`config.mk`:
```
export PLATFORM = sky130hd
export DESIGN_NAME = freq_meter
export DESIGN_NICKNAME = d
export VERILOG_FILES = /design/src/rtl/freq_meter_pkg.sv /design/src/rtl/freq_meter_sync_edge.sv /design/src/rtl/freq_meter.sv
export SDC_FILE = /design/constraint.sdc
export NUM_CORES = 1
export LEC_CHECK = 0
export CAP_MARGIN = 20
export CORE_ASPECT_RATIO = 1.25
export CORE_MARGIN = 2
export CORE_UTILIZATION = 52
export CTS_BUF_LIST = sky130_fd_sc_hd__clkbuf_16
export CTS_CLUSTER_SIZE = 24
export DETAILED_ROUTE_END_ITERATION = 10
export HOLD_SLACK_MARGIN = 0.1
export PLACE_DENSITY_LB_ADDON = 0.15
export SYNTH_ARGS = -nofsm -noshare
export SYNTH_HDL_FRONTEND = slang
export SYNTH_SLANG_ARGS = --single-unit
```
`constraint.sdc`:
```
create_clock -name clk -period 1.9 [get_ports clk]
set_input_delay 0.285 -clock clk [delete_from_list [all_inputs] [get_ports clk]]
set_output_delay 0.285 -clock clk [all_outputs]
set_load 0.02 [all_outputs]
```
`src/rtl/freq_meter_pkg.sv`:
```
// Shared types and helpers for the freq_meter block.
// Used by freq_meter.sv and freq_meter_sync_edge.sv.
package freq_meter_pkg;

  typedef enum logic {
    ST_IDLE = 1'b0,
    ST_RUN  = 1'b1
  } state_e;

  // Gate counter width for a window of `win` cycles (at least 1 bit).
  function automatic int gate_w(input int win);
    return (win < 2) ? 1 : $clog2(win);
  endfunction

endpackage

```
`src/rtl/freq_meter_sync_edge.sv`:
```
// Two-flop synchronizer plus one history flop.
// o_edge is a one-cycle rising-edge strobe of the synchronized input.
module sync_edge
  import freq_meter_pkg::*;
(
  input  logic clk,
  input  logic rst_n,
  input  logic sig_in,
  output logic o_edge
);

  logic r_s1;
  logic r_s2;
  logic r_s3;

  // NOTE: non-blocking assignments make each flop capture its predecessor's
  // pre-edge value, giving a real three-stage shift instead of a wire.
  always_ff @(posedge clk or negedge rst_n) begin
    if (!rst_n) begin
      r_s1 <= 1'b0;
      r_s2 <= 1'b0;
      r_s3 <= 1'b0;
    end else begin
      r_s1 <= sig_in;
      r_s2 <= r_s1;
      r_s3 <= r_s2;
    end
  end

  assign o_edge = r_s2 & ~r_s3;

endmodule

```
`src/rtl/freq_meter.sv`:
```
// Counts rising edges of an asynchronous input over WIN = F0/GATE_HZ cycles.
// Optional saturation and ovf flag: define FREQ_METER_OVF_EN (default: wrap, ovf=0).
module freq_meter
  import freq_meter_pkg::*;
#(
  parameter int F0      = 50_000_000,
  parameter int GATE_HZ = 1_000,
  parameter int CNT_W   = 32
) (
  input  logic             clk,
  input  logic             rst_n,
  input  logic             sig_in,
  input  logic             en,
  output logic             busy,
  output logic [CNT_W-1:0] res_cnt,
  output logic             res_valid,
  input  logic             res_ready,
  output logic             ovf,
  output logic             drop
);

  localparam int               WIN       = F0 / GATE_HZ;
  localparam int               GW        = gate_w(WIN);
  localparam logic [GW-1:0]    GATE_LAST = GW'(WIN - 1);
  localparam logic [GW-1:0]    GATE_ONE  = GW'(1);
  localparam logic [CNT_W-1:0] CNT_ONE   = CNT_W'(1);

  state_e           r_state;
  state_e           w_state_nxt;
  logic [GW-1:0]    r_gate_cnt;
  logic [CNT_W-1:0] r_edge_cnt;
  logic [CNT_W-1:0] r_res_cnt;
  logic             r_res_valid;
  logic             r_drop;
  logic             w_edge;
  logic             w_close;
  logic [CNT_W-1:0] w_result;

  sync_edge u_sync_edge (
    .clk    (clk),
    .rst_n  (rst_n),
    .sig_in (sig_in),
    .o_edge (w_edge)
  );

  // NOTE: every variable gets a default before the case so no path leaves it
  // unassigned, which would otherwise infer a latch.
  always_comb begin
    w_state_nxt = r_state;
    w_close     = 1'b0;
    case (r_state)
      ST_IDLE: begin
        if (en) w_state_nxt = ST_RUN;
      end
      ST_RUN: begin
        if (!en) w_state_nxt = ST_IDLE;
        else     w_close     = (r_gate_cnt == GATE_LAST);
      end
      default: w_state_nxt = ST_IDLE;
    endcase
  end

  // w_result is both the next edge count and, on the closing cycle, the
  // window result, so an edge on the closing cycle lands in that window.
`ifdef FREQ_METER_OVF_EN
  localparam logic [CNT_W-1:0] CNT_MAX = '1;

  logic r_sat;
  logic r_ovf;
  logic w_edge_full;
  logic w_result_sat;

  assign w_edge_full  = (r_edge_cnt == CNT_MAX);
  assign w_result     = (w_edge && !w_edge_full) ? r_edge_cnt + CNT_ONE : r_edge_cnt;
  assign w_result_sat = r_sat | (w_edge & w_edge_full);

  // Sticky per-window flag: an increment was lost to saturation.
  always_ff @(posedge clk or negedge rst_n) begin
    if (!rst_n) begin
      r_sat <= 1'b0;
    end else if (r_state == ST_IDLE || w_close) begin
      r_sat <= 1'b0;
    end else if (en && w_edge && w_edge_full) begin
      r_sat <= 1'b1;
    end
  end

  always_ff @(posedge clk or negedge rst_n) begin
    if (!rst_n)       r_ovf <= 1'b0;
    else if (w_close) r_ovf <= w_result_sat;
  end

  assign ovf = r_ovf;
`else
  assign w_result = w_edge ? r_edge_cnt + CNT_ONE : r_edge_cnt;
  assign ovf      = 1'b0;
`endif

  // State register and window counters; counters sit at 0 throughout IDLE,
  // so every entry into RUN starts a fresh window.
  always_ff @(posedge clk or negedge rst_n) begin
    if (!rst_n) begin
      r_state    <= ST_IDLE;
      r_gate_cnt <= '0;
      r_edge_cnt <= '0;
    end else begin
      r_state <= w_state_nxt;
      if (r_state == ST_IDLE) begin
        r_gate_cnt <= '0;
        r_edge_cnt <= '0;
      end else if (en) begin
        if (w_close) begin
          r_gate_cnt <= '0;
          r_edge_cnt <= '0;
        end else begin
          r_gate_cnt <= r_gate_cnt + GATE_ONE;
          r_edge_cnt <= w_result;
        end
      end
    end
  end

  // Result register and handshake. A close always wins over an acceptance
  // on the same cycle; only a close over an unaccepted result is a drop.
  always_ff @(posedge clk or negedge rst_n) begin
    if (!rst_n) begin
      r_res_cnt   <= '0;
      r_res_valid <= 1'b0;
      r_drop      <= 1'b0;
    end else begin
      r_drop <= w_close & r_res_valid & ~res_ready;
      if (w_close) begin
        r_res_cnt   <= w_result;
        r_res_valid <= 1'b1;
      end else if (r_res_valid && res_ready) begin
        r_res_valid <= 1'b0;
      end
    end
  end

  assign busy      = (r_state == ST_RUN);
  assign res_cnt   = r_res_cnt;
  assign res_valid = r_res_valid;
  assign drop      = r_drop;

endmodule
```
==> key figures, run 1 <==
Status
  – Status: finished clean

Detailed routing
  – WL final: 11.44 mm
  – Via density: 5.871
  – Drt wl/cell: 17.12 um
  – Remaining antenna violation count: 0
  – Routed vias: 3922
  – DR pass1 iterations: 5
  – # DRC: 0
  – Iteration-0 DRC Markers: 182

Pwr
  – VDD IR max: 0.4663 mV
  – Pleak: 2.565 nW
  – Pwr Density: 637.1 nW/um2

Logic synthesis
  – Yosys top cell area share: 48.75%
  – Post-synth EDFFs: 0
  – Synthesized Nets: 474
  – Yosys warns: 0
  – Top-count cell post-synth: dfrtp_1
  – Synthesis-stage register bit count: 86
  – Sequential-to-total area share from yosys stat: 48.75%
  – Synth Instances: 467
  – Top cells by count, synth: dfrtp_1, nand2_1, o21ai_0, xnor2_1, nor2_1
  – Area contributors post-synth: dfrtp_1, o21ai_0, xnor2_1
  – Post-synth top area cell: dfrtp_1
  – Post-Syn Area: 4414 um2
  – Ys flop type: dfrtp_1
  – Asr flop ratio synth: 100.0%
  – Avg Inst Size Synth: 9.452 um2
  – Distinct cells, synth: 49

Critical path
  – Critical Path End Type: flip-flop
  – Crit start category: flip-flop
  – Arr. time, crit path: 2.11 ns
  – CP required: 2.13 ns
  – Reg2Reg Launch Point: r_gate_cnt[5]
  – Crit path from: r_gate_cnt[5]
  – CP Max Fanout: 6
  – Crit Path Class: flip-flop to flip-flop

CTS
  – Sink Count: 86
  – Clock Path Buffers: 2
  – Num CTS Buffers: 9
  – Worst skew pair latency: 0.34 ns
  – H-tree depth: 3
  – CTS tree: done
  – CTS clk-pin slew, worst paths: 0.06 ns
  – Clk root buf: clkbuf_16

Timing
  – Setup TNS: 0 ns
  – Final max-slew violation count: 0
  – Period utilization: 99.02%
  – Post-layout minimum cycle time: 1.881 ns
  – RSZ-0062 raised after global routing: true
  – Setup-failing EPs final: 0
  – FMAX: 531.5 MHz
  – Worst Skew: 0.006136 ns
  – Hold WS: 0.3563 ns
  – Fin. Hold Viols: 0

Cells and area
  – Nets@finish: 574
  – Layout cells sized above 1: 22.07%
  – N_diodes: 0
  – Area growth from synthesis to layout: 33.82%
  – Fill cells: 634

Floorplanning
  – Die X: 86.41 um
  – Die span in y: 107.0 um
  – Initial Utilization: 53.57%
  – Core ar.: 8240 um2
  – IO Pins: 41
  – Die Area: 9247 um2
  – Core Rows: 37

GRT
  – GRT Overall Usage: 24.93%
  – Vias in the first global route: 3858
  – First-pass GRT wire length: 18.15 mm
  – GR Overflow Total: 0
  – Largest net degree at the start of global routing: 36
  – Antenna violations before repair: 0

Place
  – Port-buffer cells: 39
  – GP Congestion: 0.8993
  – DP HPWL: 7.401 mm

Min path
  – Hold path start: u_sync_edge.r_s1
  – Hold/Removal Path Class: flip-flop to flip-flop

Flow run
  – MaxCap Viol Count: 0
## flip-flops by register name, summed over array words and instances (netlist names)
register	flops
drop	1
u_sync_edge.r_s2	1
u_sync_edge.r_s3	1
r_edge_cnt	32
res_valid	1
res_cnt	32
r_gate_cnt	16
u_sync_edge.r_s1	1
busy	1
## power by group
| group | internal [mW] | total (mW) | switching, mW |
|---|---|---|---|
| Combinational | 0.0858 | 0.211 | 0.125 |
| Sequential | 1.84 | 1.85 | 0.00987 |
| Clock | 0.995 | 1.70 | 0.706 |
## timing repair
item / in CTS / in global routing
hold buffers: 1 / 0
pin swaps: 0 / 17
setup buffers: 3 / 12
endpoints found under the hold margin: 31 / 0
gates resized for setup: 2 / 36
setup endpoints to repair: 31 / 62
cloned: 0 / 2
## through the flow
stage	worst slack (ns)	instances	instance area [um2]	util (%)	total power, mW
2_1_floorplan	-0.02927	467	4419	-	1.957
3_3_place_gp	0.02309	635	5301	64.33	2.061
3_5_place_dp	-0.05599	635	5301	64.33	2.066
4_1_cts	0.006331	654	5622	68.22	3.758
5_1_grt	-0.06138	668	5907	71.68	3.897
6_report	0.01868	668	5907	71.68	3.763
## kinds of logic after synthesis
group | count (synthesis) | share of synthesized area, %
and+or+nand+nor | 183 | 23.36
AOI/OAI and AO/OA | 109 | 14.40
DFF | 86 | 48.75
buffers and inverters | 42 | 3.855
xor gates and xnor gates | 38 | 7.540
muxes | 6 | 1.446
adders and majority gates | 2 | 0.5668
other | 1 | 0.08495
## routing by layer
metal  up-vias  track usage (%)  part of all wire (%)
li1       1874                -                     -
met1      1902            31.21                    42
met2       113            41.26                    52
met3        33            4.311                   3.5
met4         0            12.28                   2.7
met5         -                0                     0
## placed cells by master (no fill, tap or decap), types with 5 or more instances in the layout
cell type,n
dfrtp_1,83
buf_4,65
nand2_1,55
o21ai_0,51
clkdlybuf4s50_1,38
xnor2_1,24
nand4_1,20
nor2_1,20
a21oi_1,18
nand3_1,17
inv_1,16
xor2_1,14
or3_1,11
clkbuf_16,11
a31oi_1,10
nor3_1,8
and3_1,7
a22o_1,6
a21o_1,5
o21ai_1,5
## worst max-delay path, cell delays in order (launching register included)
cell       delay (ns)
dfrtp_2          0.47
nor4bb_2         0.30
nand4_1          0.27
nand3_4          0.21
clkbuf_16        0.17
o21ai_0          0.11
a22o_1           0.24
## worst paths after layout
check | endpoint | slack (ns) | depth (start not counted)
worst max-delay path | r_edge_cnt[4] | 0.02 | 6
worst min-delay path | u_sync_edge.r_s2 | 0.36 | 0
worst max register to register | r_edge_cnt[4] | 0.02 | 6
worst min register to register | u_sync_edge.r_s2 | 0.36 | 0
max in group asynchronous | u_sync_edge.r_s1 | 0.86 | 3
min in group asynchronous | res_cnt[19] | 0.43 | 2
## area by class of cell
class / instances / area (um2) / share of cell area (%)
flip-flops and latches: 86 / 2156 / 36.50
repair buffers: 115 / 1069 / 18.09
clock inverters: 6 / 53.80 / 0.9108
clock buffers: 9 / 225.2 / 3.813
multi-input cells: 339 / 2222 / 37.62
well taps: 97 / 121.4 / 2.055
inverters: 16 / 60.06 / 1.017
Note: power is estimated with default switching activity, not from simulation.
==> run 2, diff against run 1 <==
Settings changed: CAP_MARGIN 20 to not set, CTS_BUF_LIST sky130_fd_sc_hd__clkbuf_16 to not set.
==> run 2 against run 1 <==
Effect of this change:
- the run now ends with setup timing left
- non-clock buffer count up 3
- worst setup slack got worse by 0.037 ns
- sequential power is essentially flat
- wire length up 0.59%
- utilization is 0.21 points higher
- highest routed layer unchanged
- fmax shrank 1.9%
- cell area up 0.30%
- clock skew up 0.0038 ns
- via count is 1.7% higher
- first-iteration DRC count is 36% higher
- clock power fell by 20%
- die area stayed put
==> key figures, run 2 (synthesized netlist as in run 1, its figures left out) <==
Cells and area
  – Area growth from synthesis to layout: 34.21% (was 33.82%)
  – Fill cells: 631 (was 634)
  – Nets@finish: 577 (was 574)
  – N_diodes: 0 (unchanged)
  – Most frequent cells in the layout: dfrtp_1, buf_4, nand2_1 (unchanged)
  – Commonest non-fill, non-tap cell in the layout: dfrtp_1 (unchanged)
  – Multi-input logic area: 2272 um2 (was 2222 um2)
  – Sequential cell area: 2153 um2 (was 2156 um2)
  – Layout cells sized above 1: 23.87% (was 22.07%)

GRT
  – Largest net degree at the start of global routing: 36 (unchanged)
  – Antenna violations before repair: 0 (unchanged)
  – GR Overflow Total: 0 (unchanged)
  – GR Util met3: 3.233% (was 4.311%)
  – First-pass GRT wire length: 18.03 mm (was 18.15 mm)
  – Vias in the first global route: 3857 (was 3858)
  – GRT Overall Usage: 24.59% (was 24.93%)
  – GRT busiest layer: met2 (unchanged)
  – GR Util met1: 30.51% (was 31.21%)
  – Met2 usage: 41.04% (was 41.26%)

Pwr
  – VDD IR max: 0.4250 mV (was 0.4663 mV)
  – Pleak: 2.580 nW (was 2.565 nW)
  – Tot Pwr: 3.422 mW (was 3.763 mW)
  – Pwr Density: 577.5 nW/um2 (was 637.1 nW/um2)

Critical path
  – Critical Path Max Stage Delay: 0.68 ns (was 0.47 ns)
  – CP max-delay cell: clkdlybuf4s50_1 (was dfrtp_2)
  – CP required: 1.62 ns (was 2.13 ns)
  – Crit start category: flip-flop (unchanged)
  – Critical path cell sequence: clkdlybuf4s50_1 (was nor4bb_2, nand4_1, nand3_4, clkbuf_16, o21ai_0, a22o_1)
  – Critical Path End Type: output pin (was flip-flop)
  – Crit Path Class: flip-flop to output pin (was flip-flop to flip-flop)
  – Arr. time, crit path: 1.63 ns (was 2.11 ns)
  – Worst Path Buf+Inv: 1 (unchanged)
  – CP Max Fanout: 9 (was 6)
  – Crit-path leading delay family: buffers and inverters (was simple AND/OR/NAND/NOR gates)
  – Worst R2R Setup Slack: 0.01 ns (was 0.02 ns)

Floorplanning
  – Die X: 86.41 um (unchanged)
  – Die Area: 9247 um2 (unchanged)
  – Die span in y: 107.0 um (unchanged)
  – Initial Utilization: 53.57% (unchanged)
  – Core Rows: 37 (unchanged)
  – Core ar.: 8240 um2 (unchanged)
  – IO Pins: 41 (unchanged)

Timing
  – Hold WS: 0.3533 ns (was 0.3563 ns)
  – RSZ-0062 raised after global routing: true (unchanged)
  – Worst Skew: 0.009913 ns (was 0.006136 ns)
  – Final max-slew violation count: 0 (unchanged)
  – FMAX: 521.3 MHz (was 531.5 MHz)
  – Setup-failing EPs final: 1 (was 0)
  – Fin. Hold Viols: 0 (unchanged)
  – Setup TNS: -0.01843 ns (was 0 ns)
  – Period utilization: 101.0% (was 99.02%)
  – Post-layout minimum cycle time: 1.918 ns (was 1.881 ns)
  – Final worst slack: -0.01843 ns (was 0.01868 ns)

CTS
  – Num CTS Buffers: 9 (unchanged)
  – Sink Count: 86 (unchanged)
  – Clock Path Buffers: 2 (unchanged)
  – H-tree depth: 3 (unchanged)
  – Worst skew pair latency: 0.37 ns (was 0.34 ns)
  – CTS clk-pin slew, worst paths: 0.08 ns (was 0.06 ns)
  – CTS tree: done (unchanged)
  – Clk root buf: clkbuf_8 (was clkbuf_16)

Place
  – DP HPWL: 7.401 mm (unchanged)
  – Port-buffer cells: 39 (unchanged)
  – GP Congestion: 0.8993 (unchanged)

Detailed routing
  – # DRC: 0 (unchanged)
  – Remaining antenna violation count: 0 (unchanged)
  – Drt wl/cell: 17.15 um (was 17.12 um)
  – WL final: 11.51 mm (was 11.44 mm)
  – Routed vias: 3987 (was 3922)
  – DR pass1 iterations: 5 (unchanged)
  – Iteration-0 DRC Markers: 248 (was 182)
  – Via density: 5.942 (was 5.871)

Min path
  – Hold/Removal Path Class: input pin to flip-flop (was flip-flop to flip-flop)

Flow run
  – MaxCap Viol Count: 0 (unchanged)

Status
  – Status: complete, but fails checks (was finished clean)
  – Failing checks: setup timing
-- run 2: layer usage --
metal	routed length (um)	share of wire (%)
met2	6038	52
met4	395	3.4
met1	4609	40
met3	461	4.0
met5	0	0
-- run 2: cell type report --
cell class | count | area share (%)
clock inverters | 3 | 0.7181
well taps | 97 | 2.049
flip-flops and latches | 86 | 36.35
inverters | 16 | 1.014
repair buffers | 118 | 18.73
clock buffers | 12 | 2.788
multi-input cells | 339 | 38.35
-- run 2: final timing paths --
path	from	to	depth (start not counted)
worst min register to register	u_sync_edge.r_s1	u_sync_edge.r_s2	0
worst max register to register	r_gate_cnt[1]	r_edge_cnt[4]	7
min in group asynchronous	rst_n	res_cnt[19]	2
worst min-delay path	sig_in	u_sync_edge.r_s1	1
worst max-delay path	busy	busy	1
max in group asynchronous	rst_n	res_cnt[11]	3
-- run 2: repair_timing --
item	in CTS	in global routing
gates resized for setup	3	52
hold buffers	1	0
endpoints found under the hold margin	31	0
setup endpoints to repair	39	67
buffers inserted	2	16
cloned	0	2
pin swaps	0	22
-- run 2: where the power goes --
group	switching [mW]	leakage, nW	internal (mW)
clock	0.658	0.104	0.706
combinational	0.126	1.29	0.0839
sequential	0.0102	1.19	1.84
total	0.794	2.58	2.63
-- run 2: metrics by stage --
stage	util (%)	cells	setup WS [ns]	area, um2
2_1_floorplan	-	467	-0.02927	4419
3_3_place_gp	64.33	635	0.02309	5301
3_5_place_dp	64.33	635	-0.05599	5301
4_1_cts	67.28	653	-0.02041	5544
5_1_grt	71.89	671	-0.1011	5924
6_report	71.89	671	-0.01843	5924
==> run 3, diff against run 2 <==
Settings changed: CTS_CLUSTER_DIAMETER set to 60.
==> results of run 3 <==
Final layout, timing and power as in run 2 (identical DEF).
